[src/rtl/mem_stage_pkg.sv]
// Shared encodings for the memory stage: FSM states, memory op and access size,
// plus the store-side strobe and data replication helpers.
package mem_stage_pkg;

    typedef enum logic [1:0] {
        ST_IDLE = 2'd0,
        ST_REQ  = 2'd1,
        ST_WAIT = 2'd2,
        ST_DONE = 2'd3
    } memState_t;

    localparam logic [1:0] MEM_OP_NONE  = 2'b00;
    localparam logic [1:0] MEM_OP_LOAD  = 2'b01;
    localparam logic [1:0] MEM_OP_STORE = 2'b10;

    localparam logic [1:0] SIZE_BYTE = 2'b00;
    localparam logic [1:0] SIZE_HALF = 2'b01;
    localparam logic [1:0] SIZE_WORD = 2'b10;

    function automatic logic [3:0] calcWstrb(input logic [1:0] size, input logic [1:0] addrLo);
        logic [3:0] strb;
        case (size)
            SIZE_BYTE: strb = 4'b0001 << addrLo;
            SIZE_HALF: strb = addrLo[1] ? 4'b1100 : 4'b0011;
            SIZE_WORD: strb = 4'b1111;
            default:   strb = 4'b1111;
        endcase
        return strb;
    endfunction

    // Replicate the store data across all lanes so the strobes alone pick the bytes.
    function automatic logic [31:0] calcWdata(input logic [1:0] size, input logic [31:0] data);
        logic [31:0] wdata;
        case (size)
            SIZE_BYTE: wdata = {4{data[7:0]}};
            SIZE_HALF: wdata = {2{data[15:0]}};
            default:   wdata = data;
        endcase
        return wdata;
    endfunction

endpackage

[src/rtl/mem_stage_load_ext.sv]
// Load data alignment and extension: picks the addressed byte/half out of the
// read word and sign- or zero-extends it to 32 bits.
module mem_load_ext
    import mem_stage_pkg::*;
(
    input  logic [31:0] i_rdata,
    input  logic [1:0]  i_addr_lo,
    input  logic [1:0]  i_size,
    input  logic        i_signed,
    output logic [31:0] o_result
);

    logic [7:0]  w_byte;
    logic [15:0] w_half;

    always_comb begin
        w_byte = 8'h00;
        case (i_addr_lo)
            2'd0:    w_byte = i_rdata[7:0];
            2'd1:    w_byte = i_rdata[15:8];
            2'd2:    w_byte = i_rdata[23:16];
            2'd3:    w_byte = i_rdata[31:24];
            default: w_byte = i_rdata[7:0];
        endcase
    end

    assign w_half = i_addr_lo[1] ? i_rdata[31:16] : i_rdata[15:0];

    always_comb begin
        o_result = i_rdata;
        case (i_size)
            SIZE_BYTE: o_result = {{24{i_signed & w_byte[7]}}, w_byte};
            SIZE_HALF: o_result = {{16{i_signed & w_half[15]}}, w_half};
            default:   o_result = i_rdata;
        endcase
    end

endmodule

[src/rtl/mem_stage.sv]
// Pipeline MEM stage: latches the EX payload, runs one data-SRAM handshake for
// loads/stores and presents the finished result to the WB register.
module mem_stage
    import mem_stage_pkg::*;
(
    input  logic        clk,
    input  logic        rst,

    input  logic        i_ex_to_mem_valid,
    output logic        o_mem_allowin,
    input  logic [31:0] i_ex_pc,
    input  logic [31:0] i_ex_alu_result,
    input  logic [4:0]  i_ex_rd,
    input  logic        i_ex_rf_we,
    input  logic [1:0]  i_ex_mem_op,
    input  logic [1:0]  i_ex_mem_size,
    input  logic        i_ex_load_signed,
    input  logic [31:0] i_ex_store_data,

    output logic        o_data_req,
    output logic        o_data_wr,
    output logic [1:0]  o_data_size,
    output logic [31:0] o_data_addr,
    output logic [3:0]  o_data_wstrb,
    output logic [31:0] o_data_wdata,
    input  logic        i_data_addr_ok,
    input  logic        i_data_data_ok,
    input  logic [31:0] i_data_rdata,

    input  logic        i_wb_allowin,
    output logic        o_mem_ready_go,
    output logic [31:0] o_mem_pc,
    output logic [4:0]  o_mem_rd,
    output logic        o_mem_rf_we,
    output logic [31:0] o_mem_result,
    output logic        o_mem_fwd_busy
);

    memState_t   r_state;
    memState_t   w_nextState;

    logic [31:0] r_pc;
    logic [31:0] r_aluResult;
    logic [4:0]  r_rd;
    logic        r_rfWe;
    logic [1:0]  r_memOp;
    logic [1:0]  r_memSize;
    logic        r_loadSigned;
    logic [31:0] r_storeData;
    logic [31:0] r_rdata;

    logic        w_capture;
    logic        w_exIsMem;
    logic        w_isLoad;
    logic        w_rdataCapture;
    logic [31:0] w_loadResult;

    // Op code 11 falls through as a plain ALU instruction.
    assign w_exIsMem = (i_ex_mem_op == MEM_OP_LOAD) || (i_ex_mem_op == MEM_OP_STORE);
    assign w_isLoad  = (r_memOp == MEM_OP_LOAD);
    assign w_capture = i_ex_to_mem_valid && o_mem_allowin;

    assign w_rdataCapture = ((r_state == ST_REQ) && i_data_addr_ok && i_data_data_ok) ||
                            ((r_state == ST_WAIT) && i_data_data_ok);

    always_ff @(posedge clk) begin
        if (rst) begin
            r_state <= ST_IDLE;
        end else begin
            r_state <= w_nextState;
        end
    end

    always_comb begin
        w_nextState = r_state;
        case (r_state)
            ST_IDLE: begin
                if (w_capture) begin
                    w_nextState = w_exIsMem ? ST_REQ : ST_DONE;
                end
            end
            ST_REQ: begin
                if (i_data_addr_ok) begin
                    w_nextState = i_data_data_ok ? ST_DONE : ST_WAIT;
                end
            end
            ST_WAIT: begin
                if (i_data_data_ok) begin
                    w_nextState = ST_DONE;
                end
            end
            ST_DONE: begin
                if (w_capture) begin
                    w_nextState = w_exIsMem ? ST_REQ : ST_DONE;
                end else if (i_wb_allowin) begin
                    w_nextState = ST_IDLE;
                end
            end
            default: w_nextState = ST_IDLE;
        endcase
    end

    // The request is masked by rst directly so the shared SRAM never sees it during reset.
    always_comb begin
        o_mem_allowin  = 1'b0;
        o_data_req     = 1'b0;
        o_mem_ready_go = 1'b0;
        o_mem_fwd_busy = 1'b0;
        case (r_state)
            ST_IDLE: begin
                o_mem_allowin = 1'b1;
            end
            ST_REQ: begin
                o_data_req     = !rst;
                o_mem_fwd_busy = w_isLoad && r_rfWe;
            end
            ST_WAIT: begin
                o_mem_fwd_busy = w_isLoad && r_rfWe;
            end
            ST_DONE: begin
                o_mem_ready_go = 1'b1;
                o_mem_allowin  = i_wb_allowin;
            end
            default: begin
                o_mem_allowin = 1'b0;
            end
        endcase
    end

    always_ff @(posedge clk) begin
        if (rst) begin
            r_pc         <= 32'h0;
            r_aluResult  <= 32'h0;
            r_rd         <= 5'h0;
            r_rfWe       <= 1'b0;
            r_memOp      <= MEM_OP_NONE;
            r_memSize    <= SIZE_BYTE;
            r_loadSigned <= 1'b0;
            r_storeData  <= 32'h0;
        end else if (w_capture) begin
            r_pc         <= i_ex_pc;
            r_aluResult  <= i_ex_alu_result;
            r_rd         <= i_ex_rd;
            r_rfWe       <= i_ex_rf_we;
            r_memOp      <= w_exIsMem ? i_ex_mem_op : MEM_OP_NONE;
            r_memSize    <= i_ex_mem_size;
            r_loadSigned <= i_ex_load_signed;
            r_storeData  <= i_ex_store_data;
        end
    end

    always_ff @(posedge clk) begin
        if (rst) begin
            r_rdata <= 32'h0;
        end else if (w_rdataCapture) begin
            r_rdata <= i_data_rdata;
        end
    end

    mem_load_ext u_load_ext (
        .i_rdata   (r_rdata),
        .i_addr_lo (r_aluResult[1:0]),
        .i_size    (r_memSize),
        .i_signed  (r_loadSigned),
        .o_result  (w_loadResult)
    );

    assign o_data_wr    = (r_memOp == MEM_OP_STORE);
    assign o_data_size  = r_memSize;
    assign o_data_addr  = r_aluResult;
    assign o_data_wstrb = o_data_wr ? calcWstrb(r_memSize, r_aluResult[1:0]) : 4'b0000;
    assign o_data_wdata = calcWdata(r_memSize, r_storeData);

    assign o_mem_pc     = r_pc;
    assign o_mem_rd     = r_rd;
    assign o_mem_rf_we  = r_rfWe;
    assign o_mem_result = w_isLoad ? w_loadResult : r_aluResult;

endmodule

[config.mk]
export PLATFORM = sky130hd
export DESIGN_NAME = mem_stage
export DESIGN_NICKNAME = d
export VERILOG_FILES = /design/src/rtl/mem_stage_pkg.sv /design/src/rtl/mem_stage_load_ext.sv /design/src/rtl/mem_stage.sv
export SDC_FILE = /design/constraint.sdc
export NUM_CORES = 1
export LEC_CHECK = 0
export BUFFER_PORTS_ARGS = -buffer_cell sky130_fd_sc_hd__buf_2
export CAP_MARGIN = 20
export CORE_AREA = 2 2 130 132
export DETAILED_ROUTE_END_ITERATION = 6
export DIE_AREA = 0 0 132 134
export GPL_TIMING_DRIVEN = 1
export PLACE_DENSITY = 0.74
export SLEW_MARGIN = 20
export SYNTH_ARGS = -nofsm -noshare
export SYNTH_HDL_FRONTEND = slang
export SYNTH_SLANG_ARGS = --single-unit
[constraint.sdc]
create_clock -name clk -period 2.4 [get_ports clk]
set_clock_uncertainty 0.2 [all_clocks]
set_input_delay 0.12 -clock clk [delete_from_list [all_inputs] [get_ports clk]]
set_output_delay 0.12 -clock clk [all_outputs]
set_load 0.05 [all_outputs]
==> flow_summary.toml, run 1 <==
[run_status]
outcome = "complete, no violations"

[worst_setup_path]
timing.critical_path.cells = "mux2i_4 -> mux2_4 -> o31ai_4 -> o22a_1 -> buf_6"
critPathKind = "register to output port"
critPathRequiredTime_ps = 2080
reg_to_reg_endpoint = "r_rdata[0]"
cpPeakStageDelay_ps = 390
critical_path.max_fanout = 7
cp.buffers_inverters = 1
setup.reg_to_reg.worst_slack_ps = 100
reg2regPathDepth = 8
element_type_at_the_critical_path_start = "register"
end_kind = "output port"
cp.arrival_ps = 2040
r2r-start = "r_state[0]"
cp_top_family = "compound AO/OA/AOI/OAI gates"
cp_slowest_cell = "sky130_fd_sc_hd__o31ai_4"

[timing]
finalHoldViolCount = 0
final.setup.worst_slack_ps = 44.2
final_period_minus_worst_setup_slack_ps = 2360
drv_slew = 0
setup-violations-final = 0
tcrit_tclk_final = 0.982
timing_worst_slew_pin_value_ps = 564
slew_headroom = 0.624
rsz_0062_raised_after_global_routing = "true"
max_freq_mhz = 424

[synth]
ys_ff_latch = 141
yosysTopAreaCellShare = 0.438
postSynth.asyncResetShare = 0
number_of_cells_produced_by_synthesis = 865
synth-adder-area-share = 0.0117
synth_xor_area_frac = 0
synth_commonest_cells = "sky130_fd_sc_hd__nand2_1 (316), sky130_fd_sc_hd__a21oi_1 (163), sky130_fd_sc_hd__dfxtp_1 (141)"
synth_area_leaders = "sky130_fd_sc_hd__dfxtp_1 (44%), sky130_fd_sc_hd__nand2_1 (18%), sky130_fd_sc_hd__a21oi_1 (13%), sky130_fd_sc_hd__mux2_2 (3.8%), sky130_fd_sc_hd__o21ai_0 (3.5%)"
yosys.cell_types.count = 41
synth_enable_flop_cells = 0
post_synth_mux_area_share = 0.0585
yosysMostFrequentCell = "sky130_fd_sc_hd__nand2_1"
post_synth_and_or_nand_nor_area_fraction = 0.220
synth_flop_cell = "sky130_fd_sc_hd__dfxtp_1"
netlist.top_cell.by_area = "sky130_fd_sc_hd__dfxtp_1"
dominant_combinational_cell_family_by_area_after_synthesis = "simple AND/OR/NAND/NOR gates"
postSynthNetCount = 1016
complex_gate_fraction_of_the_synthesized_area = 0.210
synth.cell_area_um2 = 6440
seq_area_frac_synth = 0.438
syn-mean-instance-area_um2 = 7.44
synth_warnings = 0

[final_layout]
area_of_the_multi_input_gates_um2 = 3310
final_area_um2 = 10400
nets = 1423
instances_no_fill = 1505
share_of_cells_above_drive_strength_1 = 0.314
fin_util = 0.640
seqCellArea_um2 = 2830
fillers = 1336
antenna_cells = 0
syn2layout_area_growth_pct = 61.8

[floorplan]
die_area_um2 = 17700
io_pins = 290
die_h_um = 134
initial_core_util = 0.395
placeableCoreArea_um2 = 16300
die_w_um = 132
num_rows = 47

[power]
clock_power_share = 0.231
intPower_mw = 6.14
switching_share = 0.469
power-per-cell-area_nw_per_um2 = 1110
static-leakage-power_nw = 4.55
switching_power_of_the_nets_mw = 5.43
irDropWorstVdd_mv = 0.676
power_frac_seq = 0.277
comb_power_share = 0.492

[global_routing]
grtUsageTotal = 0.262
global_route.overflow_total = 0
grt_max_degree = 50
grt_pass1_vias = 7423
first_pass_grt_wire_length_um = 37200
antenna_found_initial = 0

[placement]
dp_hpwl_um = 15300
placed_area_um2 = 8120
placed_instances = 1319
dpl_worst_slack_ps = 123
port_buffers = 289
place_congestion = 0.860

[min_path]
min_to = "r_state[0]"
min_path_type = "input pin to register"
worstHoldPathCells = 5
hp-start = "i_ex_to_mem_valid"

[detailed_routing]
antenna_left = 0
detail_route.drc_violations = 0
detailroute.via_count = 7696
postRouteWirelength_um = 24400
post_drt_wl_per_cell_um = 16.2
drt-vias-per-instance = 5.11
drt_pass1_iterations = 6
initialDrtViolationCount = 452

[clock_network]
cts_inserted_buffers = 17
clk-insertion-delay-late_ps = 420
clkSlewWorstSetupHoldPaths_ps = 60
clkSinkCount = 141
cts_tree = "yes"
cts.path.max_buffers = 2
clock_tree.htree_level_count = 4
clock-root-buffer = "sky130_fd_sc_hd__clkbuf_16"

[flow_run]
max-cap-violations = 0
## tightest hold or removal path, cell delays in order
cell and delay (ps):
sky130_fd_sc_hd__buf_2 90, sky130_fd_sc_hd__nand4b_1 120, sky130_fd_sc_hd__nand2_1 80, sky130_fd_sc_hd__nor3_1 40, sky130_fd_sc_hd__nor3_1 110
## cell families (layout without fill, tap and decap cells)
family / count (synthesis) / after routing
AOI/OAI and AO/OA: 243 / 243
DFF: 141 / 141
and+or+nand+nor: 355 / 356
muxes: 34 / 34
adders and majority gates: 6 / 6
buffers and inverters: 86 / 505
## metal layers
layer,track usage,wire length (µm)
met5,0,0
met4,0.132,879
met3,0.0624,1800
met2,0.467,12300
met1,0.292,9470
## final cells by class
cell class / count / share of cell area
clock inverter: 13 / 0.0136
tap: 220 / 0.0264
multi-input combinational: 639 / 0.318
clock buffer: 19 / 0.0435
inverter: 10 / 0.00360
timing repair buffer: 463 / 0.323
sequential: 141 / 0.272
## registers in the layout (all words and copies together) (netlist names)
signal and cells:
o_mem_rf_we 1, o_mem_rd 5, r_memOp 2, r_storeData 32, r_loadSigned 1, o_mem_pc 32, o_data_size 2, o_data_addr 32
r_rdata 32, r_state 2
## power by group through the flow
stage / clock network, mW / registers, mW / logic, mW
2_1_floorplan: 0 / 4.00 / 3.10
3_3_place_gp: 0 / 3.20 / 5.17
3_5_place_dp: 0 / 3.22 / 5.22
4_1_cts: 2.71 / 3.18 / 5.47
5_1_grt: 2.80 / 3.25 / 6.03
6_report: 2.67 / 3.20 / 5.69
## cell usage in the layout, fill, tap and decap left out, types with 4 or more instances in the layout
cell / n
sky130_fd_sc_hd__nand2_1: 315
sky130_fd_sc_hd__buf_2: 264
sky130_fd_sc_hd__a21oi_1: 162
sky130_fd_sc_hd__dlygate4sd3_1: 148
sky130_fd_sc_hd__dfxtp_1: 134
sky130_fd_sc_hd__o21ai_0: 29
sky130_fd_sc_hd__mux2_2: 22
sky130_fd_sc_hd__clkbuf_16: 17
sky130_fd_sc_hd__buf_4: 17
sky130_fd_sc_hd__nor2_1: 12
sky130_fd_sc_hd__buf_6: 11
sky130_fd_sc_hd__clkbuf_4: 11
sky130_fd_sc_hd__o21ai_1: 10
sky130_fd_sc_hd__buf_12: 10
sky130_fd_sc_hd__inv_1: 9
sky130_fd_sc_hd__mux2i_1: 9
sky130_fd_sc_hd__a22o_1: 9
sky130_fd_sc_hd__o22a_1: 8
sky130_fd_sc_hd__nor3b_1: 6
sky130_fd_sc_hd__o21ai_2: 6
sky130_fd_sc_hd__ha_1: 6
sky130_fd_sc_hd__dfxtp_2: 6
sky130_fd_sc_hd__nor3_1: 5
sky130_fd_sc_hd__o221ai_1: 5
sky130_fd_sc_hd__clkinv_4: 4
## timing repair
action	4_1_cts	5_1_grt
hold buffers	148	0
cloned	0	1
setup endpoints to repair	31	62
pin swaps	1	7
gates resized for setup	12	48
setup buffers	1	4
endpoints found under the hold margin	140	0
## worst max path at each step
stage / slack (ps) / start / cells after the start / to
floorplan: -190 / o_data_addr[1] / 6 / o_mem_result[21]
global placement: 200 / r_state[0] / 7 / o_data_addr[1]
detailed placement: 120 / r_state[0] / 7 / r_storeData[14]
CTS: 10 / o_data_addr[1] / 6 / o_mem_result[14]
global route: -40 / o_data_addr[1] / 5 / o_mem_result[12]
finish: 40 / o_data_addr[1] / 5 / o_mem_result[12]
## through the flow
stage / setup TNS, ps / hold slack [ps] / power, mW
floorplan: -2190 / 56.0 / 7.10
global placement: 0 / 160 / 8.38
detailed placement: 0 / 166 / 8.44
CTS: 0 / 2.85 / 11.4
global route: -160 / 71.5 / 12.1
finish: 0 / 10.0 / 11.6
Note: power is estimated with default switching activity, not from simulation.
==> inputs of run 2 (changes only) <==
--- a/config.mk
+++ b/config.mk
@@ -7,11 +7,11 @@
 export LEC_CHECK = 0
 export BUFFER_PORTS_ARGS = -buffer_cell sky130_fd_sc_hd__buf_2
 export CAP_MARGIN = 20
-export CORE_AREA = 2 2 130 132
+export CORE_AREA = 5 5 133 135
 export DETAILED_ROUTE_END_ITERATION = 6
-export DIE_AREA = 0 0 132 134
+export DIE_AREA = 0 0 138 140
 export GPL_TIMING_DRIVEN = 1
-export PLACE_DENSITY = 0.74
+export PLACE_DENSITY = 0.81
 export SLEW_MARGIN = 20
 export SYNTH_ARGS = -nofsm -noshare
 export SYNTH_HDL_FRONTEND = slang
==> flow_summary.toml, run 2 (synthesis gave the netlist of run 1 again) <==
[run_status]
outcome = "complete, no violations"

[detailed_routing]
detail_route.drc_violations = 0
drt_pass1_iterations = 5
antenna_left = 0
postRouteWirelength_um = 25400
drt-vias-per-instance = 5.18
detailroute.via_count = 7747
initialDrtViolationCount = 552
post_drt_wl_per_cell_um = 17.0

[timing]
slew_headroom = 0.604
final_period_minus_worst_setup_slack_ps = 2330
setup-violations-final = 0
max_freq_mhz = 429
tcrit_tclk_final = 0.972
finalHoldViolCount = 0
drv_slew = 0
totalNegativeSetupSlack_ps = 0
timing_worst_slew_pin_value_ps = 594

[final_layout]
fillers = 1359
syn2layout_area_growth_pct = 58.1
share_of_cells_above_drive_strength_1 = 0.310
layout.cells.most_common_list = "sky130_fd_sc_hd__nand2_1 (316), sky130_fd_sc_hd__buf_2 (280), sky130_fd_sc_hd__a21oi_1 (162)"
nets = 1412
most_frequent_standard_cell_in_the_layout_excluding_fill_and_tap_cells = "sky130_fd_sc_hd__nand2_1"

[floorplan]
die_w_um = 138
die_area_um2 = 19300
num_rows = 47
io_pins = 290
placeableCoreArea_um2 = 16300
die_h_um = 140
initial_core_util = 0.394

[worst_setup_path]
critPathRequiredTime_ps = 2080
element_type_at_the_critical_path_start = "register"
end_kind = "output port"
timing.critical_path.cells = "inv_2 -> and3_1 -> a22o_1 -> o22a_1 -> clkbuf_4"
cp.arrival_ps = 2010
cp.buffers_inverters = 2
cp_slowest_cell = "sky130_fd_sc_hd__dfxtp_4"
cp_top_family = "flip-flops"
critPathKind = "register to output port"
critical_path.max_fanout = 17
cpPeakStageDelay_ps = 510

[placement]
place_congestion = 0.832
port_buffers = 289
dp_hpwl_um = 15900

[flow_run]
max-cap-violations = 0

[global_routing]
grtUsageTotal = 0.254
grt_pass1_vias = 7820
antenna_found_initial = 1
global_route.overflow_total = 0
grt_max_degree = 80
first_pass_grt_wire_length_um = 40400

[clock_network]
clk-insertion-delay-late_ps = 420
clkSlewWorstSetupHoldPaths_ps = 60
cts_tree = "yes"
clock_tree.htree_level_count = 4
clock-root-buffer = "sky130_fd_sc_hd__clkbuf_16"
clkSinkCount = 141
cts.path.max_buffers = 2
cts_inserted_buffers = 17

[power]
irDropWorstVdd_mv = 0.677
static-leakage-power_nw = 4.48
power-per-cell-area_nw_per_um2 = 1120
p_total_mw = 11.4

[min_path]
min_path_type = "input pin to register"
==> run 2: changes by cell type in the layout (fill, tap and decap cells not counted), sizes merged <==
| cell | previous run | this run |
|---|---|---|
| clkbuf | 30 | 20 |
| or2 | 2 | 1 |
| clkinvlp | 3 | 2 |
| dlygate4sd3 | 148 | 142 |
| buf | 304 | 310 |
| inv | 11 | 12 |
| bufinv | 2 | 3 |
| diode | 0 | 2 |
| clkinv | 7 | 6 |
==> run 2: per-layer routing <==
layer | global-route usage | wire length [µm] | vias to the layer above
met2 | 0.443 | 12700 | 417
met5 | 0 | 0 | -
met4 | 0.133 | 1200 | 0
li1 | - | - | 3682
met1 | 0.279 | 9510 | 3560
met3 | 0.0746 | 2090 | 88
==> run 2: path summary, 6_finish.rpt <==
kind | startpoint | endpoint | slack [ps] | cells after the start
worst max-delay path | o_data_size[1] | o_mem_result[14] | 70 | 5
worst min-delay path | i_data_data_ok | r_state[0] | 7 | 5
worst max register to register | r_state[0] | o_mem_rd[3] | 260 | 7
worst min register to register | o_mem_pc[12] | o_mem_pc[12] | 250 | 2
==> run 2: worst reg2reg max path, stage by stage, from the launching register on <==
cell                       delay (ps)
sky130_fd_sc_hd__dfxtp_1          380
sky130_fd_sc_hd__inv_1             80
sky130_fd_sc_hd__ha_1             330
sky130_fd_sc_hd__nand2b_1         230
sky130_fd_sc_hd__nor2_4           340
sky130_fd_sc_hd__buf_12           240
sky130_fd_sc_hd__nand2_1          100
sky130_fd_sc_hd__a21oi_1          170
==> run 2: final cells by class <==
cell class / instances / area, µm² / area share
clock inverters: 13 / 164 / 0.0161
multi-input cells: 638 / 3280 / 0.323
inverters: 10 / 37.5 / 0.00369
flip-flops and latches: 141 / 2830 / 0.278
clock buffers: 19 / 443 / 0.0435
repair buffers: 453 / 3140 / 0.308
well taps: 220 / 275 / 0.0270
diodes: 2 / 5.00 / 0.000492
==> run 2: per-stage QoR <==
stage / util / worst slack [ps] / hold slack, ps / instances / area [µm²]
finish: 0.623 / 67.4 / 7.50 / 1496 / 10200
global route: 0.623 / -1.46 / 37.0 / 1495 / 10200
CTS: 0.620 / -25.4 / 12.7 / 1494 / 10100
detailed placement: 0.493 / 260 / 165 / 1318 / 8060
global placement: 0.493 / 327 / 159 / 1318 / 8060
floorplan: - / -187 / 56.0 / 865 / 6480
==> run 2: timing repair <==
| action | 4_1_cts | 5_1_grt |
|---|---|---|
| gates resized for setup | 11 | 14 |
| hold endpoints to repair | 141 | 0 |
| endpoints found under the setup margin | 26 | 32 |
| hold buffers | 142 | 0 |
| buffers inserted | 2 | 0 |
| gates cloned | 0 | 0 |
| pin swaps | 2 | 0 |
==> run 2: where the power goes <==
group / internal (mW) / switching [mW]
registers: 2.82 / 0.415
logic: 1.58 / 3.90
clock network: 1.67 / 1.06
